File: src/rtl/adder_serial_pkg.sv
// Shared types and sizing helpers for the digit-serial adder/subtractor.
package adder_serial_pkg;

    typedef enum logic {
        IDLE = 1'b0,
        RUN  = 1'b1
    } state_t;

    function automatic int digit_cycles(input int width, input int digit);
        return width / digit;
    endfunction

    // Counter must stay at least one bit wide even when a single digit covers the word.
    function automatic int cnt_width(input int cycles);
        return (cycles > 1) ? $clog2(cycles) : 1;
    endfunction

endpackage

File: src/rtl/adder_serial_nb_if.sv
// Start/busy/done handshake and operand/result bus of the serial adder.
interface adder_serial_nb_if #(
    parameter int WIDTH = 8
);
    logic             start;
    logic             sub;
    logic [WIDTH-1:0] A;
    logic [WIDTH-1:0] B;
    logic             busy;
    logic             done;
    logic [WIDTH:0]   S;
    logic             ovf;

    modport master (
        output start, sub, A, B,
        input  busy, done, S, ovf
    );

    modport slave (
        input  start, sub, A, B,
        output busy, done, S, ovf
    );
endinterface

File: src/rtl/adder_serial_nb_digit_adder.sv
// DIGIT-bit ripple-carry chain, the only adder hardware in the serial datapath.
// Also exports the carry into the top bit so the caller can form signed overflow.
module digit_adder #(
    parameter int DIGIT = 2
) (
    input  logic [DIGIT-1:0] a,
    input  logic [DIGIT-1:0] b,
    input  logic             cin,
    output logic [DIGIT-1:0] s,
    output logic             cout,
    output logic             c_msb_in
);
    logic [DIGIT:0] c;

    always_comb begin
        c    = '0;
        s    = '0;
        c[0] = cin;
        for (int i = 0; i < DIGIT; i++) begin
            s[i]   = a[i] ^ b[i] ^ c[i];
            c[i+1] = (a[i] & b[i]) | (c[i] & (a[i] ^ b[i]));
        end
    end

    assign cout     = c[DIGIT];
    assign c_msb_in = c[DIGIT-1];
endmodule

File: src/rtl/adder_serial_nb.sv
// Digit-serial adder/subtractor: WIDTH-bit operands processed DIGIT bits per clock.
// state | meaning
// IDLE  | waiting for start; S/ovf hold the last completed result
// RUN   | one digit per edge; last digit registers S/ovf and pulses done
module adder_serial_nb
    import adder_serial_pkg::*;
#(
    parameter int WIDTH = 8,
    parameter int DIGIT = 2
) (
    input logic              clock,
    input logic              reset_n,
    adder_serial_nb_if.slave bus
);
    localparam int C     = digit_cycles(WIDTH, DIGIT);
    localparam int CNT_W = cnt_width(C);
    localparam logic [CNT_W-1:0] CNT_LAST = CNT_W'(C - 1);

    generate
        if (WIDTH < 1 || DIGIT < 1 || (WIDTH % DIGIT) != 0) begin : g_bad_param
            $error("adder_serial_nb: WIDTH must be a positive multiple of DIGIT");
        end
    endgenerate

    state_t           state, state_next;
    logic             load, finish;
    logic [WIDTH-1:0] op_a, op_b;
    logic             carry;
    logic [CNT_W-1:0] cnt;
    logic [DIGIT-1:0] sum_d;
    logic             cout_d, c_msb_d;
    logic [WIDTH-1:0] sum_full;
    logic [WIDTH:0]   s_q;
    logic             ovf_q, done_q;

    digit_adder #(.DIGIT(DIGIT)) u_digit (
        .a        (op_a[DIGIT-1:0]),
        .b        (op_b[DIGIT-1:0]),
        .cin      (carry),
        .s        (sum_d),
        .cout     (cout_d),
        .c_msb_in (c_msb_d)
    );

    // Earlier digits enter at the top and drift down; on the last edge the
    // current digit plus the register form the whole sum.
    generate
        if (WIDTH > DIGIT) begin : g_acc
            logic [WIDTH-DIGIT-1:0] acc;
            logic [WIDTH-1:0]       acc_cat;

            assign acc_cat  = {sum_d, acc};
            assign sum_full = acc_cat;

            always_ff @(posedge clock or negedge reset_n) begin
                if (!reset_n) begin
                    acc <= '0;
                end else if (state == RUN) begin
                    acc <= acc_cat[WIDTH-1:DIGIT];
                end
            end
        end else begin : g_no_acc
            assign sum_full = sum_d;
        end
    endgenerate

    always_ff @(posedge clock or negedge reset_n) begin
        if (!reset_n) begin
            state <= IDLE;
        end else begin
            state <= state_next;
        end
    end

    always_comb begin
        state_next = state;
        load       = 1'b0;
        finish     = 1'b0;
        case (state)
            IDLE: begin
                if (bus.start) begin
                    load       = 1'b1;
                    state_next = RUN;
                end
            end
            RUN: begin
                if (cnt == CNT_LAST) begin
                    finish     = 1'b1;
                    state_next = IDLE;
                end
            end
            default: state_next = IDLE;
        endcase
    end

    // Subtraction is A + ~B + 1: invert B at capture and seed the carry with sub.
    always_ff @(posedge clock or negedge reset_n) begin
        if (!reset_n) begin
            op_a  <= '0;
            op_b  <= '0;
            carry <= 1'b0;
            cnt   <= '0;
        end else if (load) begin
            op_a  <= bus.A;
            op_b  <= bus.B ^ {WIDTH{bus.sub}};
            carry <= bus.sub;
            cnt   <= '0;
        end else if (state == RUN) begin
            op_a  <= op_a >> DIGIT;
            op_b  <= op_b >> DIGIT;
            carry <= cout_d;
            cnt   <= cnt + 1'b1;
        end
    end

    always_ff @(posedge clock or negedge reset_n) begin
        if (!reset_n) begin
            s_q    <= '0;
            ovf_q  <= 1'b0;
            done_q <= 1'b0;
        end else begin
            done_q <= finish;
            if (finish) begin
                s_q   <= {cout_d, sum_full};
                ovf_q <= c_msb_d ^ cout_d;
            end
        end
    end

    assign bus.busy = (state == RUN);
    assign bus.done = done_q;
    assign bus.S    = s_q;
    assign bus.ovf  = ovf_q;
endmodule
File: src/flat_wrapper.sv
// flat-port wrapper written by rule: the top's interface ports become plain ports
module adder_serial_nb_flat import adder_serial_pkg::*;
#(
    parameter int WIDTH = 8,
    parameter int DIGIT = 2
)
  (clock, reset_n, bus_start, bus_sub, bus_A, bus_B, bus_busy, bus_done, bus_S, bus_ovf);
  adder_serial_nb_if #(.WIDTH(WIDTH)) bus_i ();
  input logic clock;
  input logic reset_n;
  input wire logic [$bits(bus_i.start)-1:0] bus_start;
  input wire logic [$bits(bus_i.sub)-1:0] bus_sub;
  input wire logic [$bits(bus_i.A)-1:0] bus_A;
  input wire logic [$bits(bus_i.B)-1:0] bus_B;
  output wire logic [$bits(bus_i.busy)-1:0] bus_busy;
  output wire logic [$bits(bus_i.done)-1:0] bus_done;
  output wire logic [$bits(bus_i.S)-1:0] bus_S;
  output wire logic [$bits(bus_i.ovf)-1:0] bus_ovf;
  assign bus_i.start = bus_start;
  assign bus_i.sub = bus_sub;
  assign bus_i.A = bus_A;
  assign bus_i.B = bus_B;
  assign bus_busy = bus_i.busy;
  assign bus_done = bus_i.done;
  assign bus_S = bus_i.S;
  assign bus_ovf = bus_i.ovf;
  adder_serial_nb #(.WIDTH(WIDTH), .DIGIT(DIGIT)) u_core (.clock(clock), .reset_n(reset_n), .bus(bus_i));
endmodule
File: config.mk
export PLATFORM = sky130hd
export DESIGN_NAME = adder_serial_nb_flat
export DESIGN_NICKNAME = d
export VERILOG_FILES = /design/src/rtl/adder_serial_pkg.sv /design/src/rtl/adder_serial_nb_if.sv /design/src/rtl/adder_serial_nb_digit_adder.sv /design/src/rtl/adder_serial_nb.sv /design/src/flat_wrapper.sv
export SDC_FILE = /design/constraint.sdc
export NUM_CORES = 1
export LEC_CHECK = 0
export ABC_AREA = 1
export CORE_MARGIN = 2
export CORE_UTILIZATION = 40
export DETAILED_ROUTE_END_ITERATION = 8
export PLACE_DENSITY = 0.66
export SLEW_MARGIN = 25
export SYNTH_ARGS = -nofsm -noshare
export SYNTH_HDL_FRONTEND = slang
export SYNTH_HIERARCHICAL = 1
export SYNTH_SLANG_ARGS = --single-unit
File: constraint.sdc
create_clock -name clock -period 1.7 [get_ports clock]
set_clock_uncertainty 0.15 [all_clocks]
set_input_delay 0.17 -clock clock [delete_from_list [all_inputs] [get_ports clock]]
set_output_delay 0.17 -clock clock [all_outputs]
set_load 0.01 [all_outputs]
; ---- Word-level counts from Yosys, hierarchy flattened
; Index checks and enable logic that the tools add are counted.
[totals]
reg_bits = 37
out_inout_bits = 12
wordCells = 39
[classes]
muxes = 14
eq_ne = 1
bitwise = 13
reduce_logical = 1
add_sub_neg = 1
[op_table]
columns = cell, count
row1 = 2-to-1 mux 8 bit, 4
row2 = bitwise XOR 8 bit, 1
row3 = 2-to-1 mux 1 bit, 7
row4 = bitwise XOR 1 bit, 5
row5 = AND 1 bit, 4
row6 = 2-to-1 mux 2 bit, 2
row7 = adder 2 x 1 -> 2 bit (second input constant), 1
row8 = == test 2 bit (second input constant), 1
row9 = OR 1 bit, 2
row10 = one-hot mux 1 bit (2 select lines), 1
row11 = nonzero test 2 bit, 1
row12 = NOT 1 bit, 1

; ---- Depth between registers and ports, before layout
; Gate-level depths: netlist (run 1).
[logic_depth]
depth_word = 7
ltp_mapped = 6
depth_no_buf = 6

; ---- Modules after synthesis
; Netlist (run 1), hierarchy kept.
[by_module_without_submodules]
columns = mod, instances, seq_area_each_um2, cells_per_inst, area_per_inst_um2
row1 = adder_serial_nb, 1, 925.9, 204, 1677.9
row2 = digit_adder, 1, 0.0, 2, 40.0

; ---- Worst setup path before layout (run 1)
; No wires, ideal clock.
[synth_timing]
kind = register -> register
from = register u_core.op_a[0]
to = register u_core.ovf_q (netlist: u_core/bus.ovf)
arrival_time_ns = 1.469
stages_incl_launch_ff = 7
path_slack_ns = -0.037
period_less_slack_ns = 1.737
n_path_buf = 0
cell_sequence = dfrtp_1 > fa_1 > fa_1 > inv_1 > nand2_1 > nand3_1 > nand2_1
[synth_via]
elab_chain_cells = 6
elab_cells_between_ends = 7
[synth_lines]
columns = element, line_no
row1 = start: declaration, adder_serial_nb.sv:27  ; logic [WIDTH-1:0] op_a, op_b;
row2 = start signal: assignment, adder_serial_nb.sv:104  ; op_a <= bus.A;
row3 = start signal: assignment, adder_serial_nb.sv:109  ; op_a <= op_a >> DIGIT;
row4 = bitwise XOR 1 bit, adder_serial_nb_digit_adder.sv:21  ; c[i+1] = (a[i] & b[i]) | (c[i] & (a[i] ^ b[i]));
row5 = AND 1 bit, adder_serial_nb_digit_adder.sv:21
row6 = OR 1 bit *, adder_serial_nb_digit_adder.sv:21
row7 = net u_core.c_msb_d, adder_serial_nb.sv:31  ; logic cout_d, c_msb_d;
row8 = AND 1 bit *, adder_serial_nb_digit_adder.sv:21
row9 = OR 1 bit *, adder_serial_nb_digit_adder.sv:21
row10 = net u_core.cout_d, adder_serial_nb.sv:31
row11 = bitwise XOR 1 bit *, adder_serial_nb.sv:125  ; ovf_q <= c_msb_d ^ cout_d;
row12 = end signal: assignment, adder_serial_nb.sv:125
row13 = end: declaration, adder_serial_nb.sv:34  ; logic ovf_q, done_q;
; The timed path passes the listed nets; every way through them passes the cells marked *.
; A chain may end at the register's enable or synchronous reset.

; ---- Worst setup path after layout (run 1)
[layout_timing]
from = register u_core.carry
to = register u_core.g_acc.acc[5]
[layout_via]
elab_chain_cells = 3
[layout_lines]
columns = element, line_no
row1 = start: declaration, adder_serial_nb.sv:28  ; logic carry;
row2 = start signal: assignment, adder_serial_nb.sv:106  ; carry <= bus.sub;
row3 = start signal: assignment, adder_serial_nb.sv:111  ; carry <= cout_d;
row4 = AND 1 bit, adder_serial_nb_digit_adder.sv:21
row5 = OR 1 bit, adder_serial_nb_digit_adder.sv:21
row6 = net u_core.c_msb_d, adder_serial_nb.sv:31
row7 = bitwise XOR 1 bit, adder_serial_nb_digit_adder.sv:20  ; s[i] = a[i] ^ b[i] ^ c[i];
row8 = net u_core.sum_d[1], adder_serial_nb.sv:30  ; logic [DIGIT-1:0] sum_d;
row9 = end signal: assignment, adder_serial_nb.sv:59  ; acc <= acc_cat[WIDTH-1:DIGIT];
row10 = end: declaration, adder_serial_nb.sv:49  ; logic [WIDTH-DIGIT-1:0] acc;
; The timed path passes the listed nets, and every way through them passes these cells.

==> results of run 1 <==
## how the worst max path moves through the flow
stage | startpoint | end | slack [ns] | depth (start not counted)
6_report | u_core/carry | u_core/g_acc.acc[5] | -0.009 | 4
5_1_grt | u_core/carry | u_core/g_acc.acc[5] | -0.06 | 4
4_1_cts | u_core/op_a[0] | u_core/g_acc.acc[5] | -0.02 | 4
3_5_place_dp | u_core/op_a[0] | u_core/bus.ovf | -0.03 | 6
3_3_place_gp | u_core/op_a[0] | u_core/bus.ovf | -0.0005 | 6
2_1_floorplan | u_core/op_a[0] | u_core/bus.ovf | 0.03 | 6
## cells by family (layout without fill, tap and decap cells)
group	count (synthesis)	count (layout)	synth area share, %
adder cells (fa/ha/maj)	3	3	3.06
flip-flops	37	37	53.9
AO/OA/AOI/OAI	20	20	7.14
buffers and inverters	34	76	9.69
AND/OR/NAND/NOR	112	112	26.2
## through the flow
step | TNS (ns) | setup slack [ns] | std cells | cell area (µm²)
4_1_cts | -0.0153 | -0.0153 | 296 | 2250
3_5_place_dp | -0.0286 | -0.0286 | 287 | 2120
6_report | -0.00873 | -0.00873 | 298 | 2260
2_1_floorplan | 0 | 0.0266 | 206 | 1720
3_3_place_gp | -0.000466 | -0.000466 | 287 | 2120
5_1_grt | -0.122 | -0.0555 | 298 | 2260
## synth_stat cells
cell type,instances,area share [%]
nand2_2,1,0.36
dfrtp_1,37,54
a21oi_2,6,3.1
ha_1,1,0.73
buf_4,4,1.7
nor2_1,1,0.22
buf_6,3,2.0
nor2_4,2,1.3
inv_1,26,5.7
o21ai_0,13,3.8
o21ai_1,1,0.29
nand3_1,10,2.9
fa_1,2,2.3
buf_2,1,0.29
nand2_1,98,21
## power groups by stage
stage	clock, mW	sequential (mW)	combinational (mW)
floorplan	0	1.46	0.730
global placement	0	1.44	1.20
detailed placement	0	1.44	1.22
CTS	0.796	1.43	1.24
global route	0.835	1.48	1.41
finish	0.777	1.43	1.26
## per-layer routing
metal	wire length, µm	global-route usage (%)	vias up
li1	-	-	700
met1	1520	18.5	581
met2	1390	22.2	42
met3	183	3.49	4
met4	27	5.23	0
met5	0	0	-
## what timing repair did
| item | CTS | global route |
|---|---|---|
| hold endpoints to repair | 18 | 0 |
| pin swaps | 0 | 1 |
| buffers inserted | 0 | 2 |
| gates resized for setup | 2 | 2 |
| endpoints found under the setup margin | 2 | 4 |
| hold buffers | 1 | 0 |
## flip-flops by register name, indices dropped and copies added, names as in the netlist
name / cells
u_core/cnt: 2
u_core/op_a: 8
u_core/op_b: 8
u_core/carry: 1
u_core/g_acc.acc: 6
u_core/bus.ovf: 1
u_core/bus.done: 1
u_core/bus.busy: 1
u_core/bus.S: 9
## cell type report
| type | instances | area share (%) |
|---|---|---|
| tap | 50 | 2.77 |
| clock inverter | 1 | 1.33 |
| clock buffer | 7 | 3.82 |
| multi-input combinational | 135 | 27.9 |
| timing repair buffer | 42 | 18.9 |
| inverter | 26 | 4.31 |
| sequential | 37 | 41.0 |
==> flow_metrics.env, run 1 <==
export IMPL_synth_seq_cells=37
export IMPL_grt_util_all_layers_pct=14.0
export IMPL_cts_root_buf="clkbuf_8"
export IMPL_p_comb_share_pct=36.3
export IMPL_worst_pin_slew_ns=0.445
export IMPL_grt_pass1_wl_um=5440
export IMPL_gr_total_overflow=0
export IMPL_r2r_cells=4
export IMPL_most_common_layout_cells="nand2_1, dfrtp_1, clkdlybuf4s50_1"
export IMPL_hold_path_class="input port to async pin"
export IMPL_crit_chain="fa_2 -> fa_2 -> nand2_1 -> o21ai_1"
export IMPL_drc=0
export IMPL_rsz0062_at_grt="true"
export IMPL_p_total_mw=3.47
export IMPL_crit_top_cell="fa_2"
export IMPL_max_stage_delay_ns=0.54
export IMPL_final_common_cell="nand2_1"
export IMPL_ff2ff_setup_slack_ns=-0.009
export IMPL_place_gp_congestion=0.729
export IMPL_critical_path_required_ns=1.76
export IMPL_cts_made_buffers=5
export IMPL_avgSynthCellArea_um2=8.34
export IMPL_die_y_um=69.5
export IMPL_grt_pass1_vias=1197
export IMPL_syn_nets=229
export IMPL_cts_tree="built"
export IMPL_postSynthCellCount=206
export IMPL_clockBufferDepth=2
export IMPL_ys_warn_count=6
export IMPL_switchingPower_mw=1.15
export IMPL_final_util_pct=55.8
export IMPL_finalSetupViolations=1
export IMPL_initialDrtViolationCount=61
export IMPL_core_area_um2=4060
export IMPL_drv_slew=0
export IMPL_min_period_over_period_pct=101
export IMPL_antenna_left=0
export IMPL_crit_buf_inv=0
export IMPL_p_seq_share_pct=41.2
export IMPL_drive_above_1_share_pct=12.5
export IMPL_fill_cells=383
export IMPL_violations="negative setup slack"
export IMPL_hold_viol=0
export IMPL_rows=23
export IMPL_pwr_share_clk_pct=22.4
export IMPL_cts_sinks=37
export IMPL_fmax_mhz=585
export IMPL_portBuffers=31
export IMPL_crit_type="flip-flop to flip-flop"
export IMPL_p_sw_share_pct=33.0
export IMPL_powerDensity_nw_per_um2=1530
export IMPL_dp_hpwl_um=2110
export IMPL_worstSkewPairLatency_ns=0.28
export IMPL_nets=270
export IMPL_fin_hold_ws_ns=0.213
export IMPL_synth_cell_types=15
export IMPL_ys_seq_area_share_pct=53.9
export IMPL_cp_end_kind="flip-flop"
export IMPL_crit_fanout=2
export IMPL_clk_pin_slew_worst_paths_ns=0.07
export IMPL_ctsHtreeMaxLevel=2
export IMPL_n_antenna_cell=0
export IMPL_maxCapViolations=0
export IMPL_syn_area_um2=1720
export IMPL_startpoint_type="flip-flop"
export IMPL_layout_setup_ws_ns=-0.00873
export IMPL_start_util_pct=42.3
export IMPL_status="complete, but fails checks"
export IMPL_slew_headroom_pct=70.3
export IMPL_seqCellArea_um2=927
export IMPL_grt_antenna_before_repair=0
export IMPL_cp_slowest_cell="fa_2"
export IMPL_grt_max_degree=21
export IMPL_reg2reg_from="u_core/carry"
export IMPL_dr_pass1_iters=4
export IMPL_fp_dieW_um=69.5
export IMPL_fin_crit_ns=1.71
export IMPL_vias=1327
export IMPL_cp_top_family="adder cells"
export IMPL_leakagePower_nw=1.20
export IMPL_drt_total_wl_um=3120
export IMPL_die_area_um2=4840
export IMPL_reg2reg_to="u_core/g_acc.acc[5]"
export IMPL_syn_to_final_growth_pct=31.7
export IMPL_multi_input_area_um2=631
export IMPL_wl_per_cell_um=10.5
export IMPL_p_int_mw=2.32
export IMPL_ir_drop_uv=605
export IMPL_cp_arrival_ns=1.77
export IMPL_avgViaCountPerCell=4.45
export IMPL_io_pins=32
Note: power is estimated with default switching activity, not from simulation.
==> run 2: changes to the inputs <==
CORE_ASPECT_RATIO = 0.6   (was default)
PLACE_DENSITY = 0.74   (was 0.66)
SYNTH_HIERARCHICAL = default   (was 1)
==> flow_metrics.env, run 2 <==
export IMPL_synth_edf_count=0
export IMPL_largest_reg_flops=9
export IMPL_leakagePower_nw=1.21
export IMPL_rsz0062_at_grt="true"
export IMPL_grt_busiest_layer="met2"
export IMPL_grt_pass1_wl_um=5810
export IMPL_synth_most_common_cell="nand2_1"
export IMPL_grt_antenna_before_repair=0
export IMPL_ir_drop_uv=678
export IMPL_synth_cell_types=20
export IMPL_crit_top_cell="fa_2"
export IMPL_hold_viol=0
export IMPL_syn_nets=231
export IMPL_synth_top_area_cell="dfrtp_1"
export IMPL_drt_total_wl_um=3110
export IMPL_place_gp_congestion=0.737
export IMPL_die_y_um=55.8
export IMPL_gr_total_overflow=0
export IMPL_p_comb_share_pct=42.0
export IMPL_clockBufferDepth=2
export IMPL_hold_path_class="input port to flip-flop"
export IMPL_fin_crit_ns=1.71
export IMPL_portBuffers=31
export IMPL_drive_above_1_share_pct=18.8
export IMPL_pwr_share_clk_pct=17.1
export IMPL_gr_usage_met3_pct=4.74
export IMPL_dp_hpwl_um=2240
export IMPL_grt_use_met1_pct=19.6
export IMPL_postPlaceCellArea_um2=2160
export IMPL_grt_max_degree=38
export IMPL_ys_seq_area_share_pct=51.8
export IMPL_worstSkewPairLatency_ns=0.28
export IMPL_grt_pass1_vias=1328
export IMPL_postSynthCellCount=208
export IMPL_cp_slowest_cell="fa_2"
export IMPL_avgSynthCellArea_um2=8.60
export IMPL_layout_setup_ws_ns=-0.00758
export IMPL_synth_seq_cells=37
export IMPL_cts_tree="built"
export IMPL_p_int_mw=2.18
export IMPL_maxCapViolations=0
export IMPL_n_antenna_cell=0
export IMPL_final_common_cell="nand2_1"
export IMPL_critical_path_required_ns=1.76
export IMPL_cts_made_buffers=5
export IMPL_crit_chain="inv_2 -> fa_2 -> fa_2 -> buf_4 -> o21ai_2"
export IMPL_core_area_um2=4190
export IMPL_cp_arrival_ns=1.77
export IMPL_multi_input_area_um2=694
export IMPL_synth_async_reset_ratio_pct=100
export IMPL_grt_util_all_layers_pct=14.0
export IMPL_powerDensity_nw_per_um2=1500
export IMPL_most_common_layout_cells="nand2_1, dfrtp_1, clkdlybuf4s50_1"
export IMPL_cts_root_buf="clkbuf_8"
export IMPL_max_stage_delay_ns=0.40
export IMPL_start_util_pct=42.7
export IMPL_nets=272
export IMPL_design_area_um2=2290
export IMPL_cp_end_kind="flip-flop"
export IMPL_antenna_left=0
export IMPL_yosysTopAreaCellShare_pct=51.8
export IMPL_fill_cells=412
export IMPL_slew_headroom_pct=69.3
export IMPL_switchingPower_mw=1.24
export IMPL_vias=1353
export IMPL_synthTopCellsByArea="dfrtp_1, nand2_1, inv_1"
export IMPL_syn_to_final_growth_pct=28.1
export IMPL_seqCellArea_um2=926
export IMPL_finalSetupViolations=2
export IMPL_dpl_worst_slack_ns=-0.0522
export IMPL_min_period_over_period_pct=100
export IMPL_synth_common_cells="nand2_1, dfrtp_1, inv_1"
export IMPL_dr_pass1_iters=4
export IMPL_io_pins=32
export IMPL_avgViaCountPerCell=4.36
export IMPL_drv_slew=0
export IMPL_fin_hold_ws_ns=0.265
export IMPL_ys_warn_count=0
export IMPL_drc=0
export IMPL_startpoint_type="flip-flop"
export IMPL_p_seq_share_pct=40.9
export IMPL_fp_dieW_um=90.3
export IMPL_p_sw_share_pct=36.3
export IMPL_met2_usage_pct=21.1
export IMPL_violations="negative setup slack"
export IMPL_rows=18
export IMPL_syn_area_um2=1790
export IMPL_status="complete, but fails checks"
export IMPL_crit_fanout=3
export IMPL_worst_pin_slew_ns=0.461
export IMPL_wl_per_cell_um=10.0
export IMPL_initialDrtViolationCount=68
export IMPL_cts_sinks=37
export IMPL_clk_pin_slew_worst_paths_ns=0.07
export IMPL_ctsHtreeMaxLevel=2
export IMPL_ys_flop_type="dfrtp_1"
export IMPL_fmax_mhz=586
export IMPL_die_area_um2=5040
export IMPL_crit_type="flip-flop to flip-flop"
[run 2: per-layer routing]
layer / vias to the layer above / part of all wire, %
met5: - / 0
met4: 0 / 0.51
met1: 615 / 52
li1: 713 / -
met2: 22 / 42
met3: 3 / 5.0
[run 2: worst paths after layout]
path | to | depth (start not counted) | start | slack, ns
max | u_core.bus.S[8] | 5 | u_core.op_a[0] | -0.008
min | u_core.op_a[6] | 3 | bus_A[6] | 0.27
max reg2reg | u_core.bus.S[8] | 5 | u_core.op_a[0] | -0.008
min reg2reg | u_core.bus.ovf | 2 | u_core.bus.ovf | 0.33
max in group asynchronous | u_core.op_a[3] | 3 | reset_n | 0.76
min in group asynchronous | u_core.bus.S[2] | 3 | reset_n | 0.31
[run 2: power groups by stage]
| stage | Sequential, mW | Combinational, mW | Clock [mW] |
|---|---|---|---|
| global route | 1.45 | 1.64 | 0.641 |
| CTS | 1.40 | 1.40 | 0.596 |
| finish | 1.40 | 1.44 | 0.585 |
| floorplan | 1.44 | 0.888 | 0 |
| detailed placement | 1.41 | 1.39 | 0 |
| global placement | 1.41 | 1.36 | 0 |
[run 2: cell type report]
type	count	area share (%)
Sequential cell	37	40.4
Multi-Input combinational cell	134	30.3
Timing Repair Buffer	42	17.6
Inverter	29	4.75
Tap cell	60	3.28
Clock buffer	6	3.17
Clock inverter	2	0.437
[run 2: cells by family (layout without fill, tap and decap cells)]
family          after synthesis  count (layout)  share of synthesized area (%)
buf+inv                      37              79                           10.6
fa+ha+maj                     3               3                           2.94
compound gates               20              20                           8.33
simple gates                111             111                           26.4
flops                        37              37                           51.8
[run 2: stage by stage]
stage | setup TNS (ns) | power (mW) | util [%] | std cells
3_3_place_gp | -0.0339 | 2.76 | 51.6 | 299
6_report | -0.00789 | 3.42 | 54.7 | 310
4_1_cts | 0 | 3.40 | 53.9 | 308
5_1_grt | -0.245 | 3.73 | 54.7 | 310
2_1_floorplan | -0.0281 | 2.33 | - | 208
3_5_place_dp | -0.140 | 2.80 | 51.6 | 299
[run 2: repair_timing]
action,in CTS,in global routing
pin swaps,0,5
hold buffers,1,0
buffers inserted,0,2
resized for setup,1,6
endpoints found under the hold margin,37,0
setup endpoints to repair,4,4
[run 2: worst max-delay path, delay by kind of cell (launching register included)]
family | cells | cell delay, ns
buffers and inverters | 2 | 0.20
AOI/OAI and AO/OA | 1 | 0.12
DFF | 1 | 0.36
adders and majority gates | 2 | 0.80
